### src/rtl/cam_capture_packer.sv
// Camera capture front end: registers the parallel camera bus, packs href beats into
// sof/eol-tagged words and buffers them in a first-word-fall-through FIFO.
module cam_capture_packer #(
  parameter int DATA_WIDTH     = 8,
  parameter int BEATS_PER_WORD = 4,
  parameter int FIFO_DEPTH     = 8,
  parameter int LINE_CNT_W     = 10,
  parameter int BEAT_CNT_W     = 12
) (
  input  logic                                 clk,
  input  logic                                 resetn,
  input  logic                                 cam_vsync,
  input  logic                                 cam_href,
  input  logic [DATA_WIDTH-1:0]                cam_dat,
  input  logic                                 capture_en,
  input  logic                                 single_frame,
  output logic [DATA_WIDTH*BEATS_PER_WORD-1:0] out_data,
  output logic                                 out_sof,
  output logic                                 out_eol,
  output logic                                 out_valid,
  input  logic                                 out_ready,
  output logic                                 frame_done,
  output logic                                 busy,
  output logic                                 overflow,
  input  logic                                 overflow_clr,
  output logic [LINE_CNT_W-1:0]                line_count,
  output logic [BEAT_CNT_W-1:0]                last_line_beats
);

  // state   | meaning
  // IDLE    | capture disabled, waiting for capture_en
  // ARMED   | enabled, waiting for a vsync rising edge to start a frame
  // CAPTURE | packing href beats into the FIFO
  // DONE    | single frame finished, waiting for capture_en to drop

  localparam int WORD_W  = DATA_WIDTH * BEATS_PER_WORD;
  localparam int ENTRY_W = WORD_W + 2;
  localparam int IDX_W   = (BEATS_PER_WORD > 1) ? $clog2(BEATS_PER_WORD) : 1;
  localparam int PTR_W   = $clog2(FIFO_DEPTH);
  localparam int CNT_W   = PTR_W + 1;
  localparam logic [IDX_W-1:0] LAST_IDX = IDX_W'(BEATS_PER_WORD - 1);
  localparam logic [CNT_W-1:0] DEPTH_C  = CNT_W'(FIFO_DEPTH);

  typedef enum logic [1:0] {ST_IDLE, ST_ARMED, ST_CAPTURE, ST_DONE} state_t;

  state_t state_q;
  logic   busy_q;
  logic   frame_done_q;

  logic [DATA_WIDTH-1:0] dat_q, dat_d;
  logic                  href_q, href_d;
  logic                  vsync_q, vsync_d;
  logic                  href_d1_q, href_d1_d;
  logic                  vsync_d1_q, vsync_d1_d;

  logic [WORD_W-1:0]     word_q, word_d;
  logic [IDX_W-1:0]      beat_idx_q, beat_idx_d;
  logic                  sof_pend_q, sof_pend_d;
  logic [LINE_CNT_W-1:0] line_count_q, line_count_d;
  logic [BEAT_CNT_W-1:0] beat_cnt_q, beat_cnt_d;
  logic [BEAT_CNT_W-1:0] last_line_beats_q, last_line_beats_d;

  logic [ENTRY_W-1:0] mem_q [FIFO_DEPTH];
  logic [ENTRY_W-1:0] mem_d [FIFO_DEPTH];
  logic [PTR_W-1:0]   wr_ptr_q, wr_ptr_d;
  logic [PTR_W-1:0]   rd_ptr_q, rd_ptr_d;
  logic [CNT_W-1:0]   count_q, count_d;
  logic               overflow_q, overflow_d;

  logic              vsync_rise;
  logic              href_fall;
  logic              capturing;
  logic              arm_hit;
  logic              push_req;
  logic [WORD_W-1:0] push_word;
  logic              push_sof;
  logic              push_eol;
  logic              fifo_pop;
  logic              fifo_full;
  logic              push_ok;

  assign vsync_rise = vsync_q & ~vsync_d1_q;
  assign href_fall  = ~href_q & href_d1_q;
  assign capturing  = (state_q == ST_CAPTURE) && capture_en;
  assign arm_hit    = (state_q == ST_ARMED) && capture_en && vsync_rise;

  always_ff @(posedge clk) begin
    if (!resetn) begin
      state_q      <= ST_IDLE;
      busy_q       <= 1'b0;
      frame_done_q <= 1'b0;
    end else begin
      frame_done_q <= 1'b0;
      case (state_q)
        ST_IDLE: begin
          if (capture_en) begin
            state_q <= ST_ARMED;
            busy_q  <= 1'b1;
          end
        end
        ST_ARMED: begin
          if (!capture_en) begin
            state_q <= ST_IDLE;
            busy_q  <= 1'b0;
          end else if (vsync_rise) begin
            state_q <= ST_CAPTURE;
          end
        end
        ST_CAPTURE: begin
          if (!capture_en) begin
            state_q <= ST_IDLE;
            busy_q  <= 1'b0;
          end else if (vsync_rise) begin
            frame_done_q <= 1'b1;
            if (single_frame) begin
              state_q <= ST_DONE;
              busy_q  <= 1'b0;
            end
          end
        end
        ST_DONE: begin
          if (!capture_en) state_q <= ST_IDLE;
        end
        default: begin
          state_q <= ST_IDLE;
          busy_q  <= 1'b0;
        end
      endcase
    end
  end

  always_comb begin
    dat_d      = cam_dat;
    href_d     = cam_href;
    vsync_d    = cam_vsync;
    href_d1_d  = href_q;
    vsync_d1_d = vsync_q;
  end

  // A full word takes eol when the live href shows this was the line's final beat,
  // so a line ending on a word boundary is tagged without an extra push.
  always_comb begin
    word_d            = word_q;
    beat_idx_d        = beat_idx_q;
    sof_pend_d        = sof_pend_q;
    line_count_d      = line_count_q;
    beat_cnt_d        = beat_cnt_q;
    last_line_beats_d = last_line_beats_q;
    push_req          = 1'b0;
    push_word         = '0;
    push_sof          = 1'b0;
    push_eol          = 1'b0;
    if (capturing) begin
      if (vsync_rise) begin
        word_d     = '0;
        beat_idx_d = '0;
        beat_cnt_d = '0;
        if (!single_frame) begin
          sof_pend_d   = 1'b1;
          line_count_d = '0;
        end
      end else if (href_q) begin
        for (int s = 0; s < BEATS_PER_WORD; s++) begin
          if (int'(beat_idx_q) == s) word_d[s*DATA_WIDTH +: DATA_WIDTH] = dat_q;
        end
        if (beat_cnt_q != {BEAT_CNT_W{1'b1}}) beat_cnt_d = beat_cnt_q + 1'b1;
        if (beat_idx_q == LAST_IDX) begin
          push_req   = 1'b1;
          push_word  = word_d;
          push_eol   = ~cam_href;
          word_d     = '0;
          beat_idx_d = '0;
        end else begin
          beat_idx_d = beat_idx_q + 1'b1;
        end
      end else if (href_fall) begin
        line_count_d      = line_count_q + 1'b1;
        last_line_beats_d = beat_cnt_q;
        beat_cnt_d        = '0;
        if (beat_idx_q != '0) begin
          push_req   = 1'b1;
          push_word  = word_q;
          push_eol   = 1'b1;
          word_d     = '0;
          beat_idx_d = '0;
        end
      end
      if (push_req) begin
        push_sof   = sof_pend_q;
        sof_pend_d = 1'b0;
      end
    end else begin
      word_d     = '0;
      beat_idx_d = '0;
      beat_cnt_d = '0;
      if (arm_hit) begin
        sof_pend_d   = 1'b1;
        line_count_d = '0;
      end
    end
  end

  // A push into a full FIFO still lands when a pop frees a slot the same cycle.
  always_comb begin
    fifo_pop   = (count_q != '0) && out_ready;
    fifo_full  = (count_q == DEPTH_C);
    push_ok    = push_req && (!fifo_full || fifo_pop);
    mem_d      = mem_q;
    wr_ptr_d   = wr_ptr_q;
    rd_ptr_d   = rd_ptr_q;
    count_d    = count_q;
    overflow_d = overflow_q;
    if (push_ok) begin
      mem_d[wr_ptr_q] = {push_sof, push_eol, push_word};
      wr_ptr_d        = wr_ptr_q + 1'b1;
    end
    if (fifo_pop) rd_ptr_d = rd_ptr_q + 1'b1;
    if (push_ok && !fifo_pop) begin
      count_d = count_q + 1'b1;
    end else if (!push_ok && fifo_pop) begin
      count_d = count_q - 1'b1;
    end
    if (overflow_clr) overflow_d = 1'b0;
    if (push_req && !push_ok) overflow_d = 1'b1;
  end

  always_ff @(posedge clk) begin
    if (!resetn) begin
      dat_q             <= '0;
      href_q            <= 1'b0;
      vsync_q           <= 1'b0;
      href_d1_q         <= 1'b0;
      vsync_d1_q        <= 1'b0;
      word_q            <= '0;
      beat_idx_q        <= '0;
      sof_pend_q        <= 1'b0;
      line_count_q      <= '0;
      beat_cnt_q        <= '0;
      last_line_beats_q <= '0;
      for (int i = 0; i < FIFO_DEPTH; i++) mem_q[i] <= '0;
      wr_ptr_q          <= '0;
      rd_ptr_q          <= '0;
      count_q           <= '0;
      overflow_q        <= 1'b0;
    end else begin
      dat_q             <= dat_d;
      href_q            <= href_d;
      vsync_q           <= vsync_d;
      href_d1_q         <= href_d1_d;
      vsync_d1_q        <= vsync_d1_d;
      word_q            <= word_d;
      beat_idx_q        <= beat_idx_d;
      sof_pend_q        <= sof_pend_d;
      line_count_q      <= line_count_d;
      beat_cnt_q        <= beat_cnt_d;
      last_line_beats_q <= last_line_beats_d;
      mem_q             <= mem_d;
      wr_ptr_q          <= wr_ptr_d;
      rd_ptr_q          <= rd_ptr_d;
      count_q           <= count_d;
      overflow_q        <= overflow_d;
    end
  end

  assign out_data        = mem_q[rd_ptr_q][WORD_W-1:0];
  assign out_eol         = mem_q[rd_ptr_q][WORD_W];
  assign out_sof         = mem_q[rd_ptr_q][WORD_W+1];
  assign out_valid       = (count_q != '0);
  assign frame_done      = frame_done_q;
  assign busy            = busy_q;
  assign overflow        = overflow_q;
  assign line_count      = line_count_q;
  assign last_line_beats = last_line_beats_q;

endmodule

### config.mk
export PLATFORM = sky130hd
export DESIGN_NAME = cam_capture_packer
export DESIGN_NICKNAME = d
export VERILOG_FILES = /design/src/rtl/cam_capture_packer.sv
export SDC_FILE = /design/constraint.sdc
export NUM_CORES = 1
export LEC_CHECK = 0
export CAP_MARGIN = 10
export CORE_MARGIN = 1.5
export CORE_UTILIZATION = 60
export CTS_CLUSTER_SIZE = 25
export DETAILED_ROUTE_END_ITERATION = 7
export PLACE_DENSITY = 0.8
export SETUP_SLACK_MARGIN = 0.2
export SLEW_MARGIN = 20
export SYNTH_ARGS = -nofsm -noshare
export SYNTH_HDL_FRONTEND = slang
export SYNTH_SLANG_ARGS = --single-unit
### constraint.sdc
create_clock -name clk -period 3.45 [get_ports clk]
set_clock_uncertainty 0.15 [all_clocks]
set_input_delay 0.69 -clock clk [delete_from_list [all_inputs] [get_ports clk]]
set_output_delay 0.69 -clock clk [all_outputs]
set_load 0.01 [all_outputs]
==> metrics.md <==
| Metric | Value |
|---|---|
| Critical setup path kind | reg2out |
| Number of buffers created by CTS | 37 |
| Synthesized area | about 15,000 um^2 |
| NumNets Final | between 1,000 and 1,500 |
| Classification of the worst-slack hold path | reg2reg |
| I/O Pins | 76 |
| Avg Cell Area, Syn | around 11 um^2 |
| Top fanout value on the critical path | 11 |
| Wire length per cell after detailed routing | 22.04 um |
| Worst slew margin relative to its limit | 0.4758 |
| Area after detailed placement | 16,330 um^2 |
| Setup repair after global routing missed its margin | yes |
| Antenna violations before repair | 2 |
| Number of clock sinks | between 300 and 400 |
| Final Max Slew Viols | 0 |
| Vias in the first global route | roughly 12,000 |
| Gate count after technology mapping | around 1,400 |
| Initial cell density of the core | 0.6179 |
| Maximum level of the CTS H-tree | 2 |
| Final HPWL from detailed placement | about 23 mm |
| Clock Power Share | 0.431 |
| Hold depth | 1 |
| Via total after detailed routing | 11,680 |
| DIE HEIGHT | about 160 um |
| Worst R2R Setup Slack | roughly 0.42 ns |
| Core occupancy in the finished layout | 0.7315 |
| Worst reg2reg endpoint | count_q[3] |
| Detail-routed via count per cell | roughly 6.4 |
| GRT overflow | 0 |
| Register-to-Register Path Depth | 13 |
| Ratio of final minimum period to clock period | 0.9653 |
| Final-report setup violation count | 0 |
| Sink of the worst hold path | word_q[30] |
| Number of buffers and inverters on the critical path | 2 |
| Fraction of power spent switching nets | 0.2354 |
| Fin crit period | 3.330 ns |
| Max frequency | 300.3 MHz |
| Quantity of hold-fixing buffers added after cts | 0 |
| Max Cap Viol | 0 |
| GRT Util Overall | 0.3016 |
| Actual transition at the worst max-transition pin | approximately 0.78 ns |
| Top library cells by usage in the layout, fill and taps aside | sky130_fd_sc_hd__dfxtp_1 (364), sky130_fd_sc_hd__a22o_1 (189), sky130_fd_sc_hd__nor2_1 (148) |
| First-pass GRT wire length | ~62 mm |
| Longest Clk Path Bufs | 3 |
| Warning count from the yosys run | 0 |
| Final Hold Fails | 0 |
| Worst IR drop on VDD | 489.7 uV |
| Most common cell after layout, fill and taps aside | sky130_fd_sc_hd__dfxtp_1 |
| Final design instance area without fill | 17,950 um^2 |
| Synth Register Bits | 368 |
| Required time of the worst setup path | roughly 2.6 ns |
| DRC violations left | 0 |
| Worst hold start | word_q[30] |
| Cell at the root of the clock tree | sky130_fd_sc_hd__clkbuf_16 |
| Clock tree from TritonCTS | yes |
| Area overhead of the layout relative to synthesis | 18.40% |
| Cell-by-cell listing of the critical path | buf_6 > mux4_2 > mux2_2 > clkdlybuf4s50_1 |
| Last weighted congestion value of the routability-driven placer | between 0.8 and 0.9 |
| Startpoint Class | flip-flop |
| Reg clk slew, reported paths | ~0.06 ns |
| Top delay family on crit path | multiplexers |
| Post-synthesis cell type count | 59 |
| Drt total wl | between 30 and 40 mm |
| Cell internal pwr | approximately 7.6 mW |
| Number of diodes | 0 |
| Mapped Nets | 1,412 |
| Worst endpoint data arrival time | 2.49 ns |
| Nature of the critical path endpoint | output port |
| Largest net degree at the start of global routing | 40 |
| Total power per unit cell area | 555.4 nW/um^2 |
| Max stage delay on crit path | about 0.51 ns |
| Overall power | between 9 and 10 mW |
| Post-route setup TNS | 0 ns |
| Psw | ~2.3 mW |
| Beginning of the worst register-to-register path | beat_idx_q[1] |
| Proportion of layout cells with a drive suffix above 1 | 0.1800 |
| Crit. Startpoint | rd_ptr_q[1] |
| Total of buffers placed on input and output ports | 75 |
| Core area | about 25,000 um^2 |
| Result of the run | completed |
| Pre-antenna DRT Iters | 5 |
| Number of DRC markers in iteration 0 | between 1,000 and 1,500 |
| Antenna-violating nets left | 0 |
| Count of standard-cell rows | 57 |
| Seq pwr share | 0.438 |
| Ys async rst share | 0 |
| Sequential fraction of the synthesis area | 0.4860 |
| Worst Hold Slack | approximately 0.30 ns |
| Combinational share of power | 0.131 |
| Count of flip-flops with a built-in enable after synthesis | 0 |
| Die Wd | approximately 160 um |
| Latest clock arrival within the worst-skew pair | around 0.51 ns |
| Primary FF master, synth | sky130_fd_sc_hd__dfxtp_1 |
| Static leakage | about 7.3 nW |
| Slowest library cell on the worst path | sky130_fd_sc_hd__mux4_2 |
| DIE AREA | roughly 26,000 um^2 |
-- worst reg2reg max path: stages (launching register included) --
cell and delay [ns]:
sky130_fd_sc_hd__dfxtp_1 0.38, sky130_fd_sc_hd__inv_1 0.08, sky130_fd_sc_hd__ha_2 0.22, sky130_fd_sc_hd__nor3b_2 0.27
sky130_fd_sc_hd__o211ai_1 0.20, sky130_fd_sc_hd__a21oi_2 0.20, sky130_fd_sc_hd__ha_1 0.20, sky130_fd_sc_hd__inv_1 0.09
sky130_fd_sc_hd__ha_1 0.28, sky130_fd_sc_hd__a21o_1 0.18, sky130_fd_sc_hd__a21oi_1 0.18, sky130_fd_sc_hd__xnor2_1 0.09
sky130_fd_sc_hd__or3_1 0.30, sky130_fd_sc_hd__a21oi_1 0.13
-- cell usage after synthesis (5+ instances only) --
cell,number,share of area
sky130_fd_sc_hd__o21ai_0,26,0.0086
sky130_fd_sc_hd__a22oi_1,32,0.016
sky130_fd_sc_hd__nand3_1,40,0.013
sky130_fd_sc_hd__nor3_1,8,0.0026
sky130_fd_sc_hd__buf_6,7,0.0052
sky130_fd_sc_hd__and3_1,6,0.0025
sky130_fd_sc_hd__nor2b_1,11,0.0045
sky130_fd_sc_hd__buf_2,23,0.0076
sky130_fd_sc_hd__nor2_1,148,0.037
sky130_fd_sc_hd__nand4_1,5,0.0021
sky130_fd_sc_hd__a22o_1,189,0.11
sky130_fd_sc_hd__mux2_2,34,0.025
sky130_fd_sc_hd__mux2i_1,74,0.049
sky130_fd_sc_hd__inv_1,15,0.0037
sky130_fd_sc_hd__buf_1,14,0.0035
sky130_fd_sc_hd__and2_1,25,0.010
sky130_fd_sc_hd__clkbuf_1,60,0.015
sky130_fd_sc_hd__nand2_1,65,0.016
sky130_fd_sc_hd__ha_1,17,0.014
sky130_fd_sc_hd__o21ai_1,10,0.0033
sky130_fd_sc_hd__dfxtp_1,368,0.49
sky130_fd_sc_hd__nand2b_1,7,0.0029
sky130_fd_sc_hd__a21oi_1,51,0.017
sky130_fd_sc_hd__xnor2_1,8,0.0046
sky130_fd_sc_hd__xor2_1,6,0.0035
sky130_fd_sc_hd__mux4_2,68,0.10
-- power by group through the flow --
stage               Sequential (mW)  Clock (mW)  Combinational, mW
floorplan                      4.42           0              0.712
global placement               4.50           0              0.934
detailed placement             4.50           0              0.946
CTS                            4.36        4.33               1.21
global route                   4.37        4.52               1.39
finish                         4.36        4.30               1.31
-- routing by layer --
metal / global-route usage / vias up / wire [um]
met5: 0 / - / 20
met4: 0.1214 / 4 / 1377
met3: 0.05541 / 122 / 3023
met2: 0.5101 / 507 / 19320
met1: 0.3825 / 5786 / 16230
li1: - / 5263 / -
-- through the flow --
| step | worst slack [ns] | std cells |
|---|---|---|
| after floorplan | 0.3864 | 1378 |
| after detailed placement | 0.1204 | 1722 |
| after CTS | 0.1054 | 1799 |
| after global placement | 0.1865 | 1722 |
| after global routing | 0.06786 | 1813 |
| final | 0.1197 | 1813 |
-- how the worst max path moves through the flow --
stage	end	cells past startpoint
after floorplan	count_q[3]	13
after global placement	count_q[3]	12
after detailed placement	count_q[3]	12
after CTS	out_data[19]	4
after global routing	out_data[23]	4
final	out_data[3]	4
-- area by class of cell --
type / count / area, um^2
multi-input cells: 887 / 7253
repair buffers: 155 / 1556
clock buffers: 47 / 1003
fillers: 1650 / 6586
flip-flops and latches: 368 / 7377
well taps: 324 / 405.4
clock inverters: 17 / 294.0
inverters: 15 / 57.56
-- cells by family after synthesis --
group / share of synthesized area
flops: 0.4860
compound gates: 0.1690
fa+ha+maj: 0.01535
mux: 0.1752
simple gates: 0.1095
buf+inv: 0.03681
xor+xnor: 0.008089
-- timing repair --
| item | CTS | global route |
|---|---|---|
| buffers inserted | 11 | 13 |
| setup endpoints to repair | 34 | 23 |
| resized for setup | 21 | 11 |
| pin swaps | 0 | 2 |
| cloned | 2 | 1 |
-- sequential cells by signal, summed over array words and instances (netlist names), 3 cells and up --
register / flops
rd_ptr_q: 3
line_count: 10
wr_ptr_q: 3
mem_q: 272
dat_q: 8
word_q: 32
count_q: 4
last_line_beats: 12
beat_cnt_q: 12
Note: power is estimated with default switching activity, not from simulation.
